### src/rtl/enemy_missile_launch_scheduler_if.sv
// Launch-scheduler signal bundle between the game-state controller, the missile
// datapath and the scheduler itself.
interface enemy_missile_launch_scheduler_if;
  logic       wave_start;
  logic [2:0] target_sel;
  logic       missile_done;
  logic       launch_ready;
  logic       launch_valid;
  logic [1:0] launch_target;
  logic [3:0] active_count;
  logic [3:0] missiles_left;
  logic       wave_active;
  logic       wave_done;

  modport master (
    output wave_start, target_sel, missile_done, launch_ready,
    input  launch_valid, launch_target, active_count, missiles_left,
           wave_active, wave_done
  );

  modport slave (
    input  wave_start, target_sel, missile_done, launch_ready,
    output launch_valid, launch_target, active_count, missiles_left,
           wave_active, wave_done
  );
endinterface

### src/rtl/enemy_missile_launch_scheduler.sv
// Sequences one wave of enemy missile launches: fixed spacing between launch
// decisions, an in-flight cap, and a target latched at each decision.
module enemy_missile_launch_scheduler #(
  parameter int unsigned MISSILES_PER_WAVE = 8,
  parameter int unsigned MAX_ACTIVE        = 4,
  parameter int unsigned INTERVAL          = 1000,
  parameter int unsigned TMR_W             = 16
) (
  input  logic                             clk,
  input  logic                             rst,
  enemy_missile_launch_scheduler_if.slave  bus
);

  typedef enum logic [1:0] {
    S_IDLE,
    S_WAIT,
    S_LAUNCH,
    S_DRAIN
  } state_e;

  localparam logic [TMR_W-1:0] TMR_RELOAD = TMR_W'(INTERVAL - 1);
  localparam logic [3:0]       WAVE_LEN   = 4'(MISSILES_PER_WAVE);
  localparam logic [3:0]       CAP        = 4'(MAX_ACTIVE);

  state_e           state_q, state_d;
  logic [TMR_W-1:0] timer_q, timer_d;
  logic             launch_valid_q, launch_valid_d;
  logic [1:0]       launch_target_q, launch_target_d;
  logic [3:0]       active_count_q, active_count_d;
  logic [3:0]       missiles_left_q, missiles_left_d;
  logic             wave_active_q, wave_active_d;
  logic             wave_done_q, wave_done_d;
  logic             handshake;

  assign handshake = launch_valid_q & bus.launch_ready;

  always_comb begin
    state_d         = state_q;
    timer_d         = timer_q;
    launch_valid_d  = launch_valid_q;
    launch_target_d = launch_target_q;
    missiles_left_d = missiles_left_q;
    wave_active_d   = wave_active_q;
    wave_done_d     = 1'b0;

    case (state_q)
      S_IDLE: begin
        if (bus.wave_start) begin
          missiles_left_d = WAVE_LEN;
          timer_d         = TMR_RELOAD;
          wave_active_d   = 1'b1;
          state_d         = S_WAIT;
        end
      end
      S_WAIT: begin
        // Timer parks at zero while capacity is full, so the launch fires as
        // soon as a slot frees.
        if (timer_q != '0) begin
          timer_d = timer_q - 1'b1;
        end else if (active_count_q < CAP) begin
          launch_target_d = (bus.target_sel <= 3'd2) ? bus.target_sel[1:0] : 2'd0;
          launch_valid_d  = 1'b1;
          state_d         = S_LAUNCH;
        end
      end
      S_LAUNCH: begin
        if (handshake) begin
          launch_valid_d  = 1'b0;
          missiles_left_d = missiles_left_q - 1'b1;
          if (missiles_left_q == 4'd1) begin
            state_d = S_DRAIN;
          end else begin
            timer_d = TMR_RELOAD;
            state_d = S_WAIT;
          end
        end
      end
      S_DRAIN: begin
        if (active_count_q == '0) begin
          wave_done_d   = 1'b1;
          wave_active_d = 1'b0;
          state_d       = S_IDLE;
        end
      end
      default: state_d = S_IDLE;
    endcase
  end

  always_comb begin
    active_count_d = active_count_q;
    if (handshake && !bus.missile_done) begin
      if (active_count_q < CAP) active_count_d = active_count_q + 4'd1;
    end else if (!handshake && bus.missile_done && (active_count_q != '0)) begin
      active_count_d = active_count_q - 4'd1;
    end
  end

  always_ff @(posedge clk or posedge rst) begin
    if (rst) begin
      state_q         <= S_IDLE;
      timer_q         <= '0;
      launch_valid_q  <= 1'b0;
      launch_target_q <= '0;
      active_count_q  <= '0;
      missiles_left_q <= '0;
      wave_active_q   <= 1'b0;
      wave_done_q     <= 1'b0;
    end else begin
      state_q         <= state_d;
      timer_q         <= timer_d;
      launch_valid_q  <= launch_valid_d;
      launch_target_q <= launch_target_d;
      active_count_q  <= active_count_d;
      missiles_left_q <= missiles_left_d;
      wave_active_q   <= wave_active_d;
      wave_done_q     <= wave_done_d;
    end
  end

  assign bus.launch_valid  = launch_valid_q;
  assign bus.launch_target = launch_target_q;
  assign bus.active_count  = active_count_q;
  assign bus.missiles_left = missiles_left_q;
  assign bus.wave_active   = wave_active_q;
  assign bus.wave_done     = wave_done_q;

endmodule

### src/flat_wrapper.sv
// flat-port wrapper written by rule: the top's interface ports become plain ports
module enemy_missile_launch_scheduler_flat 
#(
  parameter int unsigned MISSILES_PER_WAVE = 8,
  parameter int unsigned MAX_ACTIVE        = 4,
  parameter int unsigned INTERVAL          = 1000,
  parameter int unsigned TMR_W             = 16
)
  (clk, rst, bus_wave_start, bus_target_sel, bus_missile_done, bus_launch_ready, bus_launch_valid, bus_launch_target, bus_active_count, bus_missiles_left, bus_wave_active, bus_wave_done);
  enemy_missile_launch_scheduler_if bus_i ();
  input  logic clk;
  input  logic rst;
  input wire logic [$bits(bus_i.wave_start)-1:0] bus_wave_start;
  input wire logic [$bits(bus_i.target_sel)-1:0] bus_target_sel;
  input wire logic [$bits(bus_i.missile_done)-1:0] bus_missile_done;
  input wire logic [$bits(bus_i.launch_ready)-1:0] bus_launch_ready;
  output wire logic [$bits(bus_i.launch_valid)-1:0] bus_launch_valid;
  output wire logic [$bits(bus_i.launch_target)-1:0] bus_launch_target;
  output wire logic [$bits(bus_i.active_count)-1:0] bus_active_count;
  output wire logic [$bits(bus_i.missiles_left)-1:0] bus_missiles_left;
  output wire logic [$bits(bus_i.wave_active)-1:0] bus_wave_active;
  output wire logic [$bits(bus_i.wave_done)-1:0] bus_wave_done;
  assign bus_i.wave_start = bus_wave_start;
  assign bus_i.target_sel = bus_target_sel;
  assign bus_i.missile_done = bus_missile_done;
  assign bus_i.launch_ready = bus_launch_ready;
  assign bus_launch_valid = bus_i.launch_valid;
  assign bus_launch_target = bus_i.launch_target;
  assign bus_active_count = bus_i.active_count;
  assign bus_missiles_left = bus_i.missiles_left;
  assign bus_wave_active = bus_i.wave_active;
  assign bus_wave_done = bus_i.wave_done;
  enemy_missile_launch_scheduler #(.MISSILES_PER_WAVE(MISSILES_PER_WAVE), .MAX_ACTIVE(MAX_ACTIVE), .INTERVAL(INTERVAL), .TMR_W(TMR_W)) u_core (.clk(clk), .rst(rst), .bus(bus_i));
endmodule
### config.mk
export PLATFORM = sky130hd
export DESIGN_NAME = enemy_missile_launch_scheduler_flat
export DESIGN_NICKNAME = d
export VERILOG_FILES = /design/src/rtl/enemy_missile_launch_scheduler_if.sv /design/src/rtl/enemy_missile_launch_scheduler.sv /design/src/flat_wrapper.sv
export SDC_FILE = /design/constraint.sdc
export NUM_CORES = 1
export LEC_CHECK = 0
export CAP_MARGIN = 20
export CORE_MARGIN = 5
export CORE_UTILIZATION = 55
export CTS_BUF_LIST = sky130_fd_sc_hd__clkbuf_16
export DETAILED_ROUTE_END_ITERATION = 12
export PLACE_DENSITY_LB_ADDON = 0.1
export SYNTH_ARGS = -nofsm -noshare
export SYNTH_HDL_FRONTEND = slang
export SYNTH_SLANG_ARGS = --single-unit
export TNS_END_PERCENT = 50
### constraint.sdc
create_clock -name clk -period 3.5 [get_ports clk]
set_input_delay 0.7 -clock clk [delete_from_list [all_inputs] [get_ports clk]]
set_output_delay 0.7 -clock clk [all_outputs]
set_load 0.02 [all_outputs]
Word level (Yosys, flattened, before mapping)
Index checks and enable logic that the tools add are counted.

Flip-flop bits (word level): 31. Input bits: 8. Output and inout bits: 13. Logic and storage cells: 77.

Multiplexer cells: 28. Equality and inequality tests: 12. Magnitude comparators: 2. Add/subtract/negate cells: 4. Reductions and logical operators: 21. Bitwise gates (word level): 2.

Operators by type and width (count): two-way mux 16 bit (4); one-hot mux 16 bit (3 select lines) (1); two-way mux 4 bit (5); nonzero test 16 bit (1); subtractor 16 x 1 -> 16 bit, second input constant (1); two-way mux 2 bit (7); AND reduction 5 bit (2); AND reduction 3 bit (3); != test 2 x 1 -> 1 bit, second input constant (4); != test 2 bit, second input constant (4); one-hot mux 2 bit (4 select lines) (1); one-hot mux 4 bit (2 select lines) (1); nonzero test 2 bit (4); subtractor 4 x 1 -> 4 bit, second input constant (2); two-way mux 1 bit (7); adder 4 x 1 -> 4 bit, second input constant (1); equality test 2 bit, second input constant (2); equality test 4 x 1 -> 1 bit, second input constant (1); logical NOT 4 bit (1); less-than comparator 4 x 3 -> 1 bit, second input constant (1); one-hot mux 1 bit (2 select lines) (2); AND reduction 4 bit (1); nonzero test 4 bit (1); <= comparator 3 x 2 -> 1 bit, second input constant (1); 8 further kinds (11).

Logic depth before layout (Yosys ltp)
Depth in word-level cells: 6. Gate-level depth with buffers: 9. Mapped depth without buffers: 8.

Least setup slack after synthesis
Ideal clock, no wire load.

Path type: reg-to-reg. Start point: register u_core.timer_q[6]. End point: register u_core.timer_q[7]. Required time: 3368 ps. Library setup time: 132 ps. Arrival: 2180 ps. Period minus slack after synthesis: 2312 ps. Buffers on the path: 2. Cell stages (with the launch flop): 8. Slack: 1188 ps. Cell sequence: dfrtp_1 -> or4_1 -> buf_2 -> or3_1 -> buf_6 -> o211ai_4 -> nor3_1 -> or3b_1.

Word-level cells in the longest chain between the ends: 3. Elaborated cells on any way between the ends: 6. Classes of those cells: 1 x add/sub; 1 x eq/ne; 2 x mux; 2 x reduce/logical.

RTL lines: start, declared (RTL line enemy_missile_launch_scheduler.sv:26) `logic [TMR_W-1:0] timer_q, timer_d;`; start signal, assigned (RTL line enemy_missile_launch_scheduler.sv:110) `timer_q <= timer_d;`; subtractor 16 x 1 -> 16 bit or nonzero test 16 bit (tied branches) (RTL line enemy_missile_launch_scheduler.sv:59, enemy_missile_launch_scheduler.sv:58); two-way mux 16 bit or != test 2 x 1 -> 1 bit (tied branches); one-hot mux 16 bit (3 select lines) or AND reduction 5 bit (tied branches).

Several ways; a longest one is shown, not always the timed one. The select of a mux whose other input is x is not followed. A chain may end at the register's enable or synchronous reset.

Final worst setup path
Start point: input bus_launch_ready. End point: register u_core.active_count_q[3] (netlist: u_core.bus.active_count[3]).

Word-level cells in the longest chain between the ends: 6. Elaborated cells on any way between the ends: 9. Classes of those cells: 1 x eq/ne; 1 x mux; 1 x bitwise; 6 x reduce/logical.

RTL lines: start, declared (RTL line flat_wrapper.sv:16) `input wire logic [$bits(bus_i.launch_ready)-1:0] bus_launch_ready;`; bitwise AND 1 bit * (RTL line enemy_missile_launch_scheduler.sv:35) `assign handshake = launch_valid_q & bus.launch_ready;`; logical NOT 1 bit (RTL line enemy_missile_launch_scheduler.sv:93) `end else if (!handshake && bus.missile_done && (active_count_q != '0)) begin`; logical AND 1 bit (2 in series) (RTL line enemy_missile_launch_scheduler.sv:93); nonzero test 2 bit (no source line); AND reduction 2 bit (no source line); end signal, assigned (RTL line enemy_missile_launch_scheduler.sv:113) `active_count_q <= active_count_d;`; end, declared (RTL line enemy_missile_launch_scheduler.sv:29) `logic [3:0] active_count_q, active_count_d;`.

Mark *: on every way between the ends. The rest lies on a longest branch, timed or not.

==> reports/results.tsv <==
stage	metric	value	unit
run_status	outcome	completed	
run	number of max-cap violations	0	
timing	fmax	0.385	GHz
worst_hold_path	HP Class	reg -> reg	
setup_path	Crit Path Max Fanout	7	
timing	RSZ-0062 raised after global routing	no	
setup_path	crit path kind	in -> reg	
logic_synthesis	Synth Instances	194	
floorplan	die extent in y	67.0	um
floorplan	Die Area	0.00448	mm^2
logic_synthesis	top cells by area, synth	dfrtp_1 (43%), a21oi_1 (3.9%), nor2_1 (3.6%)	
cells_and_area	fin nets	228	
global_routing	first-pass GRT wire length	6.55	mm
cells_and_area	P&R area growth vs syn	21.9	%
global_routing	grt ovf	0	
logic_synthesis	post-synthesis compound-gate area fraction	19.6	%
clock_network	total number of H-tree levels	2	
timing	period utilization	74.2	%
pwr	Comb power frac	34.1	%
setup_path	Worst EP arrival	2.75	ns
clock_network	CTS Buf Count	5	
logic_synthesis	Synth Area in XOR/XNOR	2.95	%
logic_synthesis	post-synthesis sequential area ratio	43.5	%
timing	relative slew slack	64.7	%
routing	Post-route DRC	0	
timing	# setup viols final	0	
pwr	Pleak	0.930	nW
logic_synthesis	Synth top area share	43.5	%
place	half-perimeter wire length after placement	2.60	mm
timing	final slew viol count	0	
cells_and_area	Filler cells	245	
clock_network	clock net sink count	31	
pwr	P_sw	0.582	mW
timing	final hold vios	0	
clock_network	TritonCTS clock tree	done	
pwr	switch share	35.6	%
timing	setup TNS	0	ns
routing	via/cell ratio	5.88	
logic_synthesis	Netlist cell types	45	
floorplan	# rows	20	
setup_path	worst-path cell chain	clkdlybuf4s50_1 -> and2_1 -> nand2b_1 -> ha_1 -> a21o_1 -> a21oi_1 -> nand2_1 -> a22oi_1 -> o21ai_0	
setup_path	Worst setup EP type	flop	
setup_path	r2r setup slk	0.97	ns
routing	total routed wirelength	3.74	mm
logic_synthesis	mux cell area share after synthesis	2.45	%
pwr	PwrDens	751	mW/mm^2
global_routing	vias in the first global route	1505	
logic_synthesis	Simple-Gate Fraction of Synth Area	22.4	%
clock_network	clk buf depth	2	
logic_synthesis	syn_nets	208	
setup_path	CP startpoint kind	input pin	
logic_synthesis	count leader, synth	dfrtp_1	
timing	clock skew	0.00475	ns
routing	via count	1522	
global_routing	gr usage total	19.1	%
pwr	VDD IR max	379	uV
floorplan	initial core utilization	58.0	%
setup_path	CP peak stage delay	0.53	ns
global_routing	largest net degree at the start of global routing	32	
cells_and_area	Final Util	70.7	%
logic_synthesis	number of synthesized flops with an enable pin	0	
setup_path	worst path required time	3.65	ns
timing	Slew @ Worst Pin	0.530	ns
routing	wire length per cell	14.4	um
routing	DRT antenna net count	0	
setup_path	crit path max-delay cell type	clkdlybuf4s50_1	
clock_network	clk slew on worst S/H paths	0.05	ns
pwr	internal power	1.05	mW
routing	DRT iter0 DRCs	108	
routing	DR pass1 iterations	4	
place	Port Buffer Count	20	
logic_synthesis	synth cell count leaders	dfrtp_1 (31), nor2_1 (17), a21oi_1 (14)	
cells_and_area	Final Cell Area	0.00218	mm^2
place	Placed Instance Area	0.00201	mm^2
global_routing	initial antenna violation count	0	
cells_and_area	ant diodes	0	
floorplan	floorplan core area	0.00308	mm^2
clock_network	hold buffers post-CTS	0	
logic_synthesis	Ys Warns	0	
clock_network	Skew-Pair Late Insertion Delay	0.27	ns
clock_network	Root Driver	clkbuf_16	
cells_and_area	layout cells sized above 1	7.91	%
clock_network	CTS resizes	0	
logic_synthesis	area share of fa/ha/maj cells after synthesis	4.63	%
pwr	sequential fraction of design power	36.4	%
floorplan	num ports	21	
timing	Final Critical Period	2.60	ns
logic_synthesis	area leader, netlist	dfrtp_1	
logic_synthesis	Post-synth ARST share	100	%
floorplan	Die W	67.0	um
pwr	Clk pwr share	29.5	%
place	RD Place Congestion	0.870	
logic_synthesis	Syn Std Cell Area	0.00178	mm^2
logic_synthesis	main combinational cell family by area after synthesis	simple AND/OR/NAND/NOR gates	
clock_network	Post-CTS Setup Repair Bufs	0	
logic_synthesis	ys flop type	dfrtp_1	
logic_synthesis	Mean Syn Cell Area	9.20	um^2
logic_synthesis	FF+latch count, synth	31	
[metrics by stage]
| step | hold slack, ns | instances | worst slack [ns] | power, mW |
|---|---|---|---|---|
| 3_5_place_dp | 0.503 | 251 | 0.631 | 1.16 |
| 2_1_floorplan | 0.494 | 194 | 1.19 | 0.965 |
| 6_report | 0.513 | 259 | 0.904 | 1.63 |
| 5_1_grt | 0.549 | 259 | 0.761 | 1.74 |
| 4_1_cts | 0.520 | 259 | 0.895 | 1.64 |
| 3_3_place_gp | 0.493 | 251 | 0.730 | 1.14 |
[logic make-up (layout without fill, tap and decap cells)]
family                   after synthesis  after routing
flip-flops                            31             31
AO/OA/AOI/OAI                         53             53
multiplexers                           4              4
AND/OR/NAND/NOR                       75             75
buffers and inverters                 19             40
XOR/XNOR                               6              6
adder cells (fa/ha/maj)                6              6
[final timing paths]
| kind | from | end | cells past startpoint |
|---|---|---|---|
| setup reg to reg | u_core.timer_q[6] | u_core.timer_q[7] | 5 |
| max in group asynchronous | rst | u_core.timer_q[2] | 3 |
| hold / removal | u_core.bus.wave_active | u_core.bus.wave_active | 2 |
| hold reg to reg | u_core.bus.wave_active | u_core.bus.wave_active | 2 |
| min in group asynchronous | rst | u_core.bus.missiles_left[0] | 3 |
| setup / recovery | bus_launch_ready | u_core.bus.active_count[3] | 9 |
[registers in the layout, summed over array words and instances (netlist names)]
register,flops
u_core.bus.wave_done,1
u_core.timer_q,16
u_core.state_q,2
u_core.bus.launch_valid,1
u_core.bus.wave_active,1
u_core.bus.missiles_left,4
u_core.bus.launch_target,2
u_core.bus.active_count,4
[per-layer routing]
metal	GRT usage, %	wire (um)	up-vias
met1	23.3	1720	753
met5	0	0	-
met4	4.05	38	0
met2	33.4	1880	19
li1	-	-	743
met3	5.40	109	7
[final cells by class]
| class | count | area (um^2) | share of cell area, % |
|---|---|---|---|
| Clock buffer | 5 | 125 | 5.75 |
| Multi-Input combinational cell | 144 | 928 | 42.7 |
| Tap cell | 44 | 55.1 | 2.53 |
| Timing Repair Buffer | 22 | 215 | 9.89 |
| Inverter | 10 | 37.5 | 1.73 |
| Sequential cell | 31 | 776 | 35.7 |
| Clock inverter | 3 | 38.8 | 1.78 |
[critical path: cells and delay by family]
kind	cells	cell delay, ns
buffers and inverters	1	0.53
AOI/OAI and AO/OA	4	0.66
and+or+nand+nor	3	0.54
adders and majority gates	1	0.30
[power by group through the flow]
| stage | sequential (mW) | clock [mW] | combinational, mW |
|---|---|---|---|
| after floorplan | 0.596 | 0 | 0.370 |
| after global placement | 0.596 | 0 | 0.539 |
| after detailed placement | 0.600 | 0 | 0.560 |
| after CTS | 0.595 | 0.483 | 0.565 |
| after global routing | 0.616 | 0.504 | 0.624 |
| final | 0.594 | 0.482 | 0.558 |
[placed cells by master, fill, tap and decap left out, types with 4 or more instances in the layout]
cell             instances
dfrtp_1                 31
clkdlybuf4s50_1         20
nor2_1                  17
a21oi_1                 14
nand2_1                 12
o21ai_0                 12
inv_1                   10
or3_1                    9
nor3_1                   8
or4_1                    6
xor2_1                   5
ha_1                     5
clkbuf_16                5
o211ai_1                 4
Note: power is estimated with default switching activity, not from simulation.
